==> config.mk <==
export PLATFORM = sky130hd
export DESIGN_NAME = tl_dma_copy
export DESIGN_NICKNAME = d
export VERILOG_FILES = /design/src/rtl/tl_dma_copy.sv
export SDC_FILE = /design/constraint.sdc
export NUM_CORES = 1
export LEC_CHECK = 0
export ABC_AREA = 1
export CAP_MARGIN = 0
export CORE_AREA = 5 5 319 321
export CTS_CLUSTER_SIZE = 25
export DETAILED_ROUTE_END_ITERATION = 16
export DIE_AREA = 0 0 324 326
export GPL_ROUTABILITY_DRIVEN = 0
export HOLD_SLACK_MARGIN = 0.1
export SETUP_SLACK_MARGIN = 0.2
export SLEW_MARGIN = 20
export SYNTH_ARGS = -nofsm -noshare
export SYNTH_HDL_FRONTEND = slang
export SYNTH_SLANG_ARGS = --single-unit
==> constraint.sdc <==
create_clock -name clk_i -period 2.6 [get_ports clk_i]
set_input_delay 0.52 -clock clk_i [delete_from_list [all_inputs] [get_ports clk_i]]
set_output_delay 0.52 -clock clk_i [all_outputs]
set_load 0.01 [all_outputs]
==> src/rtl/tl_dma_copy.sv <==
// tl_dma_copy: TileLink host engine that copies a block of memory beat by beat
// through the CCX DMA port. It issues one single-beat Get, waits for the data,
// writes it back with one PutFullData, and then moves on to the next beat.
// Only one TL request is ever in flight.
//
// Build option: define TL_DMA_COPY_FILL_EN to add cmd_fill_i/cmd_pattern_i.
// A fill command writes a constant pattern to the destination and issues no reads.
//
// state   | meaning
// --------+------------------------------------------------------------
// IDLE    | cmd_ready_o high; waits for a command
// RD_REQ  | Get to the current source beat presented on channel A
// RD_RESP | waits for AccessAckData; the data goes into the beat buffer
// WR_REQ  | PutFullData of the beat buffer to the current destination beat
// WR_RESP | waits for AccessAck, then advances the pointers or finishes
// FINISH  | done_o pulses for one cycle with error_o, then returns to IDLE
module tl_dma_copy #(
  parameter int DataWidth   = 128,
  parameter int AddrWidth   = 38,
  parameter int SourceWidth = 3,
  parameter int SinkWidth   = 4,
  parameter int LenWidth    = 16
) (
  input  logic                   clk_i,
  input  logic                   rst_ni,

  input  logic                   cmd_valid_i,
  output logic                   cmd_ready_o,
  input  logic [AddrWidth-1:0]   cmd_src_i,
  input  logic [AddrWidth-1:0]   cmd_dst_i,
  input  logic [LenWidth-1:0]    cmd_len_i,
`ifdef TL_DMA_COPY_FILL_EN
  input  logic                   cmd_fill_i,
  input  logic [DataWidth-1:0]   cmd_pattern_i,
`endif
  output logic                   done_o,
  output logic                   error_o,

  // A channel
  output logic                   host_a_valid,
  input  logic                   host_a_ready,
  output logic [2:0]             host_a_opcode,
  output logic [2:0]             host_a_param,
  output logic [3:0]             host_a_size,
  output logic [SourceWidth-1:0] host_a_source,
  output logic [AddrWidth-1:0]   host_a_address,
  output logic [DataWidth/8-1:0] host_a_mask,
  output logic [DataWidth-1:0]   host_a_data,
  output logic                   host_a_corrupt,

  // B channel
  input  logic                   host_b_valid,
  output logic                   host_b_ready,
  input  logic [2:0]             host_b_opcode,
  input  logic [1:0]             host_b_param,
  input  logic [3:0]             host_b_size,
  input  logic [SourceWidth-1:0] host_b_source,
  input  logic [AddrWidth-1:0]   host_b_address,
  input  logic [DataWidth/8-1:0] host_b_mask,
  input  logic [DataWidth-1:0]   host_b_data,
  input  logic                   host_b_corrupt,

  // C channel
  output logic                   host_c_valid,
  input  logic                   host_c_ready,
  output logic [2:0]             host_c_opcode,
  output logic [2:0]             host_c_param,
  output logic [3:0]             host_c_size,
  output logic [SourceWidth-1:0] host_c_source,
  output logic [AddrWidth-1:0]   host_c_address,
  output logic [DataWidth-1:0]   host_c_data,
  output logic                   host_c_corrupt,

  // D channel
  input  logic                   host_d_valid,
  output logic                   host_d_ready,
  input  logic [2:0]             host_d_opcode,
  input  logic [1:0]             host_d_param,
  input  logic [3:0]             host_d_size,
  input  logic [SourceWidth-1:0] host_d_source,
  input  logic [SinkWidth-1:0]   host_d_sink,
  input  logic                   host_d_denied,
  input  logic [DataWidth-1:0]   host_d_data,
  input  logic                   host_d_corrupt,

  // E channel
  output logic                   host_e_valid,
  input  logic                   host_e_ready,
  output logic [SinkWidth-1:0]   host_e_sink
);

  localparam int BeatBytes = DataWidth / 8;
  localparam int OffWidth  = $clog2(BeatBytes);

  localparam logic [3:0]           BeatSize  = 4'(OffWidth);
  localparam logic [AddrWidth-1:0] BeatInc   = AddrWidth'(BeatBytes);
  localparam logic [2:0]           OpGet     = 3'd4;
  localparam logic [2:0]           OpPutFull = 3'd0;
  localparam logic [2:0]           OpAck     = 3'd0;
  localparam logic [2:0]           OpAckData = 3'd1;

  typedef enum logic [2:0] {
    IDLE,
    RD_REQ,
    RD_RESP,
    WR_REQ,
    WR_RESP,
    FINISH
  } state_e;

  state_e                 state;
  logic [AddrWidth-1:0]   src_q;
  logic [AddrWidth-1:0]   dst_q;
  logic [LenWidth-1:0]    remaining;
  logic [DataWidth-1:0]   buffer;
  logic                   fill_q;

  logic [AddrWidth-1:0]   src_nxt;
  logic [AddrWidth-1:0]   dst_nxt;
  logic                   cmd_fill;
  logic [DataWidth-1:0]   cmd_pattern;
  logic                   src_misaligned;
  logic                   dst_misaligned;
  logic                   cmd_bad_align;
  logic                   rd_ok;
  logic                   wr_ok;

`ifdef TL_DMA_COPY_FILL_EN
  assign cmd_fill    = cmd_fill_i;
  assign cmd_pattern = cmd_pattern_i;
`else
  assign cmd_fill    = 1'b0;
  assign cmd_pattern = '0;
`endif

  // Pointer increments wrap modulo 2^AddrWidth by construction.
  assign src_nxt = src_q + BeatInc;
  assign dst_nxt = dst_q + BeatInc;

  assign src_misaligned = |cmd_src_i[OffWidth-1:0];
  assign dst_misaligned = |cmd_dst_i[OffWidth-1:0];
  // A fill never reads, so the source address does not matter.
  assign cmd_bad_align  = dst_misaligned | (src_misaligned & ~cmd_fill);

  assign rd_ok = (host_d_opcode == OpAckData) & ~host_d_denied & ~host_d_corrupt;
  assign wr_ok = (host_d_opcode == OpAck) & ~host_d_denied;

  // Fixed A-channel fields. The data lane is the buffer register, so Put data
  // stays stable during an A stall.
  assign host_a_param   = 3'd0;
  assign host_a_size    = BeatSize;
  assign host_a_source  = '0;
  assign host_a_mask    = '1;
  assign host_a_data    = buffer;
  assign host_a_corrupt = 1'b0;

  // The engine never takes probes and never releases, so B is always accepted and C/E stay idle.
  assign host_b_ready   = 1'b1;
  assign host_c_valid   = 1'b0;
  assign host_c_opcode  = 3'd0;
  assign host_c_param   = 3'd0;
  assign host_c_size    = 4'd0;
  assign host_c_source  = '0;
  assign host_c_address = '0;
  assign host_c_data    = '0;
  assign host_c_corrupt = 1'b0;
  assign host_e_valid   = 1'b0;
  assign host_e_sink    = '0;

  logic unused_inputs;
  assign unused_inputs = ^{host_b_valid, host_b_opcode, host_b_param, host_b_size,
                           host_b_source, host_b_address, host_b_mask, host_b_data,
                           host_b_corrupt, host_c_ready, host_e_ready, host_d_param,
                           host_d_size, host_d_source, host_d_sink};

  // Sequencer: state, datapath registers and all handshake outputs in one place
  always_ff @(posedge clk_i) begin
    if (!rst_ni) begin
      state          <= IDLE;
      cmd_ready_o    <= 1'b1;
      done_o         <= 1'b0;
      error_o        <= 1'b0;
      host_a_valid   <= 1'b0;
      host_d_ready   <= 1'b0;
      host_a_opcode  <= 3'd0;
      host_a_address <= '0;
      src_q          <= '0;
      dst_q          <= '0;
      remaining      <= '0;
      buffer         <= '0;
      fill_q         <= 1'b0;
    end else begin
      done_o <= 1'b0;
      case (state)
        IDLE: begin
          if (cmd_valid_i) begin
            cmd_ready_o <= 1'b0;
            error_o     <= 1'b0;
            src_q       <= cmd_src_i;
            dst_q       <= cmd_dst_i;
            remaining   <= cmd_len_i;
            fill_q      <= cmd_fill;
            if (cmd_len_i == '0) begin
              state  <= FINISH;
              done_o <= 1'b1;
            end else if (cmd_bad_align) begin
              state   <= FINISH;
              done_o  <= 1'b1;
              error_o <= 1'b1;
            end else if (cmd_fill) begin
              buffer         <= cmd_pattern;
              state          <= WR_REQ;
              host_a_valid   <= 1'b1;
              host_a_opcode  <= OpPutFull;
              host_a_address <= cmd_dst_i;
            end else begin
              state          <= RD_REQ;
              host_a_valid   <= 1'b1;
              host_a_opcode  <= OpGet;
              host_a_address <= cmd_src_i;
            end
          end
        end

        RD_REQ: begin
          if (host_a_ready) begin
            host_a_valid <= 1'b0;
            host_d_ready <= 1'b1;
            state        <= RD_RESP;
          end
        end

        RD_RESP: begin
          if (host_d_valid) begin
            host_d_ready <= 1'b0;
            if (rd_ok) begin
              buffer         <= host_d_data;
              state          <= WR_REQ;
              host_a_valid   <= 1'b1;
              host_a_opcode  <= OpPutFull;
              host_a_address <= dst_q;
            end else begin
              state   <= FINISH;
              done_o  <= 1'b1;
              error_o <= 1'b1;
            end
          end
        end

        WR_REQ: begin
          if (host_a_ready) begin
            host_a_valid <= 1'b0;
            host_d_ready <= 1'b1;
            state        <= WR_RESP;
          end
        end

        WR_RESP: begin
          if (host_d_valid) begin
            host_d_ready <= 1'b0;
            if (wr_ok) begin
              remaining <= remaining - LenWidth'(1);
              dst_q     <= dst_nxt;
              if (!fill_q) begin
                src_q <= src_nxt;
              end
              if (remaining == LenWidth'(1)) begin
                state  <= FINISH;
                done_o <= 1'b1;
              end else if (fill_q) begin
                state          <= WR_REQ;
                host_a_valid   <= 1'b1;
                host_a_opcode  <= OpPutFull;
                host_a_address <= dst_nxt;
              end else begin
                state          <= RD_REQ;
                host_a_valid   <= 1'b1;
                host_a_opcode  <= OpGet;
                host_a_address <= src_nxt;
              end
            end else begin
              state   <= FINISH;
              done_o  <= 1'b1;
              error_o <= 1'b1;
            end
          end
        end

        FINISH: begin
          state       <= IDLE;
          cmd_ready_o <= 1'b1;
        end

        default: begin
          state        <= IDLE;
          cmd_ready_o  <= 1'b1;
          host_a_valid <= 1'b0;
          host_d_ready <= 1'b0;
        end
      endcase
    end
  end

endmodule

; ---- Word level (Yosys, flattened, before mapping)
; Cells that the tools add are included.
[classes]
n_addsub = 3
mul = 0
n_div = 0
magnitude_cmp = 0
eq_ne = 21
n_shift = 0
muxes = 72
bitwise_logic = 9
n_reduce_logical = 19
[ops]
columns = cell, n
row1 = $mux 38, 14
row2 = $pmux 38 s2, 2
row3 = $pmux 38 s3, 1
row4 = $add 38x5->38 const B, 2
row5 = $mux 3, 18
row6 = $mux 16, 3
row7 = $pmux 16 s2, 1
row8 = $mux 1, 26
row9 = $ne 2x2->1 const B, 12
row10 = $eq 16x1->1 const B, 1
row11 = $logic_not 16->1, 1
row12 = $sub 16x1->16 const B, 1
row13 = $pmux 3 s5, 1
row14 = $reduce_or 4->1, 3
row15 = $reduce_and 10->1, 1
row16 = $pmux 1 s3, 3
row17 = $pmux 3 s3, 1
row18 = $reduce_and 9->1, 1
row19 = $eq 3x1->1 const B, 2
row20 = $eq 3x2->1 const B, 2
row21 = $eq 3x3->1 const B, 2
row22 = $logic_not 3->1, 2
row23 = $reduce_and 3->1, 2
row24 = $reduce_and 6->1, 1
row25 = other kinds (12), 21
[word_totals]
reg_bits = 269
latchBits = 0
ramBits = 0
rom_bits = 0
in_bits = 441
mem_count = 0

; ---- Longest topological paths before layout
[logic_depth]
depth_word = 6
mapped_depth = 12

; ---- Worst setup path after synthesis
; Ideal clock, no wire load.
[synth_timing]
path_type = in2reg
start = in host_d_denied
end = reg host_a_address[27]
setup_ns = 0.113
t_arrival_ns = 1.537
t_required_ns = 2.487
setup_slack_ns = 0.950
cell_stages = 9
cell_sequence = inv_1 > nand3_1 > o21ai_2 > nand3_1 > nor2_4 > nand2_4 > buf_2 > nor2_1 > nor2_1
[synth_between]
elab_chain_cells = 5
elab_cells_between_ends = 7
cone_classes = eq/ne (2) / bitwise (4) / reduce/logical (1)
[synth_lines]
columns = item, line_no
row1 = start: declaration, 82  ; input logic host_d_denied,
row2 = $not 1->1 *, "145, 146"
row3 = $and 1x1->1 (2 in a row), 145  ; assign rd_ok = (host_d_opcode == OpAckData) & ~host_d_denied & ~host_d_corrupt;
row4 = $ne 2x2->1 (no source line), --
row5 = $reduce_and 9->1 (no source line) *, --
row6 = end signal: assignment, 215  ; host_a_address <= cmd_dst_i;
row7 = end signal: assignment, 220  ; host_a_address <= cmd_src_i;
row8 = end signal: assignment, 241  ; host_a_address <= dst_q;
row9 = end: declaration, 46  ; output logic [AddrWidth-1:0] host_a_address,
; Every way passes the cells marked *; elsewhere a longest branch is shown, timed or not.
; A chain may end at the register's enable or synchronous reset.

; ---- Worst setup path in the final report
[layout_timing]
start = reg state[2]
end = reg host_a_address[18]
[layout_between]
elab_chain_cells = 3
elab_cells_between_ends = 14
cone_classes = eq/ne (10) / mux (1) / reduce/logical (3)
[layout_lines]
columns = item, line_no
row1 = start: declaration, 111  ; state_e state;
row2 = start signal: assignment, 179  ; state <= IDLE;
row3 = start signal: assignment, 204  ; state <= FINISH;
row4 = start signal: assignment, 207  ; state <= FINISH;
row5 = $eq 3x3->1 (tied with other cells), 194  ; case (state)
row6 = $ne 2x2->1 (no source line) or $reduce_bool 3->1 (tied branches), --
row7 = $reduce_and 9->1 (no source line), --
; Parallel ways exist; a longest one is shown, timed or not.

==> impl_metrics.json <==
{
  "synth_warnings": 0,
  "grt_max_degree": 89,
  "final_common_cell": "nand2_1",
  "post_drt_wl_per_cell_um": 16.8,
  "ant_nets": 0,
  "cp_slowest_cell": "dfxtp_1",
  "yosysTopAreaCell": "dfxtp_1",
  "min_period_ns": 2.18,
  "worst_path_most_repeated_cell": "nand2_2",
  "hold_end": "host_a_data[6]$_SDFFE_PN0P_",
  "n_fill_cell": 11137,
  "netlist_instances": 2341,
  "clock_sinks": 267,
  "grt_pass1_wl_mm": 96.0,
  "drtIter0Drc": 1073,
  "synthXorXnorAreaFrac_pct": 0.463,
  "drc": 0,
  "hold_violations": 0,
  "clk_path_buf_depth": 3,
  "via_count": 15680,
  "post-dp-hpwl_mm": 55.0,
  "r2r_start": "state[2]$_SDFFE_PN0P_",
  "timing.fmax_mhz": 458,
  "fin_nets": 3180,
  "synth_area_mm2": 0.0151,
  "synth.top_cells.by_area": "dfxtp_1, nand2_1, buf_4",
  "fin_crit_sh_pct": 83.9,
  "finalClockSkew_ns": 0.0260,
  "ys_ff_latch": 267,
  "design.die.area_mm2": 0.106,
  "cts_tree": "built",
  "start_kind": "flip-flop",
  "clockRootBuffer": "clkbuf_16",
  "setup_violations": 0,
  "cts_buffers": 36,
  "tns_ns": 0,
  "gr-total-overflow": 0,
  "buffer_ports.inserted": 401,
  "area_delta_synth_final_pct": 41.5,
  "drive_above_1_share_pct": 5.61,
  "die_x_um": 324,
  "post-cts-setup-buffer-count": 0,
  "final_core_util_pct": 21.6,
  "htreeDepth": 2,
  "leakage_nw": 8.32,
  "synth_cell_types": 40,
  "regToRegSetupSlack_ns": 0.42,
  "synthFlopType": "dfxtp_1",
  "required_ns": 3.04,
  "hp-class": "in -> reg",
  "firstDrtPassIters": 5,
  "synth_compound_area_share_pct": 18.3,
  "final_cell_mix": "nand2_1, clkdlybuf4s50_1, nor2_1, inv_1, dfxtp_1",
  "maxCapViolations": 0,
  "avgViaCountPerCell": 3.85,
  "arrival_ns": 2.62,
  "synth_top_area_share_pct": 35.3,
  "core_region_area_mm2": 0.0990,
  "grt_usage_pct": 12.2,
  "peakVddDrop_mv": 0.403,
  "clock_latency_ns": 0.55,
  "clk_pin_slew_worst_paths_ns": 0.06,
  "crit_path_max_fanout": 40,
  "worstPathCellList": "inv_2, nand3_2, nand2_2, nand2_2, nand3_1, nor2_4, nand2_4, buf_12, o21ai_1, nor2_1",
  "synthMuxAreaShare_pct": 0,
  "start_util_pct": 15.3,
  "end_kind": "flip-flop",
  "row_count": 116,
  "status": "finished clean",
  "async_reset_ff_share_pct": 0,
  "grt_pass1_vias": 14350,
  "wl_mm": 68.4,
  "hp-start": "rst_ni",
  "avgSynthCellArea_um2": 6.47,
  "die_h_um": 326,
  "ys_seq_area_share_pct": 35.3,
  "p_per_area_mw_per_mm2": 839,
  "crit_type": "reg -> reg",
  "rr_endpoint": "host_a_address[18]$_SDFFE_PN0P_",
  "holdPathStages": 3,
  "reg2reg_depth": 10,
  "antenna_found_initial": 41,
  "synth_top_family_by_area": "simple AND/OR/NAND/NOR gates",
  "rsz0062_at_grt": "no",
  "synth_edf_count": 0,
  "drv_slew": 0,
  "ioPinCount": 829,
  "synth_fa_ha_area_share_pct": 0.331,
  "yosys.area_share.simple_pct": 24.4,
  "slowest_delay_ns": 0.48
}
critical path, delay by kind of cell, from the launching register on:
family | cells | cell delay [ns]
AO/OA/AOI/OAI | 1 | 0.22
buffers and inverters | 2 | 0.26
flip-flops | 1 | 0.48
AND/OR/NAND/NOR | 7 | 1.08
power by group:
part	total [mW]	switching, mW	internal (mW)
registers	5.60	0.746	4.86
logic	7.18	4.56	2.62
clock network	5.18	2.05	3.13
synthesized netlist by cell type (8+ instances only):
| cell | instances |
|---|---|
| nand2_1 | 462 |
| inv_2 | 8 |
| nor2_1 | 300 |
| a21oi_1 | 250 |
| a31oi_1 | 12 |
| nand3_1 | 107 |
| inv_1 | 271 |
| clkbuf_1 | 55 |
| buf_2 | 44 |
| dfxtp_1 | 267 |
| nand4_1 | 10 |
| o21ai_0 | 248 |
| buf_4 | 221 |
| nor3_1 | 8 |
per-layer routing:
layer	track usage, %	share of wire, %
met5	0	0.18
met4	3.47	2.5
met3	4.24	10
met2	21.6	49
met1	13.8	38
cell families after synthesis:
| family | after synthesis |
|---|---|
| other cells | 2 |
| fa+ha+maj | 4 |
| simple gates | 913 |
| buf+inv | 608 |
| compound gates | 539 |
| xor+xnor | 8 |
| flops | 267 |
state kept, by name (all words and copies together), names as in the netlist:
signal          flops
host_a_data       128
dst_q              38
host_a_address     38
src_q              38
remaining          16
state               3
cmd_ready_o         1
done_o              1
error_o             1
host_a_opcode       1
host_a_valid        1
host_d_ready        1
metrics by stage:
step	std cells	hold slack [ns]	cell area, um^2	power (mW)	worst slack [ns]
2_1_floorplan	2555	0.430	15900	10.4	0.950
3_5_place_dp	3995	0.432	20200	12.9	-0.0101
6_report	4072	0.360	21400	18.0	0.418
5_1_grt	4066	0.350	21400	19.4	0.258
3_3_place_gp	3995	0.430	20200	12.8	0.00128
4_1_cts	4060	0.331	21400	18.2	0.283
layout make-up:
cell class	instances	area [um^2]	area share, %
well taps	1298	1620	7.58
flip-flops and latches	267	5350	25.0
clock inverters	11	123	0.573
clock buffers	54	1100	5.14
diodes	12	30.0	0.140
multi-input cells	1680	7410	34.6
inverters	280	1050	4.91
repair buffers	470	4730	22.1
worst max path at each step:
stage                     startpoint                               to  slack, ns  depth (start not counted)
3_3_place_gp            cmd_dst_i[0]  host_a_address[18]$_SDFFE_PN0P_      0.001                         12
3_5_place_dp            cmd_dst_i[0]  host_a_address[18]$_SDFFE_PN0P_      -0.01                         12
5_1_grt        state[2]$_SDFFE_PN0P_  host_a_address[29]$_SDFFE_PN0P_       0.26                         10
4_1_cts        state[1]$_SDFFE_PN0P_  host_a_address[18]$_SDFFE_PN0P_       0.28                         10
2_1_floorplan          host_d_denied  host_a_address[27]$_SDFFE_PN0P_       0.95                          9
6_report       state[2]$_SDFFE_PN0P_  host_a_address[18]$_SDFFE_PN0P_       0.42                         10
repair_timing:
action / 4_1_cts / 5_1_grt
endpoints found under the setup margin: 0 / 13
hold buffers: 0 / 0
gates resized for setup: 0 / 1
No activity file was read; power rests on OpenSTA's default activity.
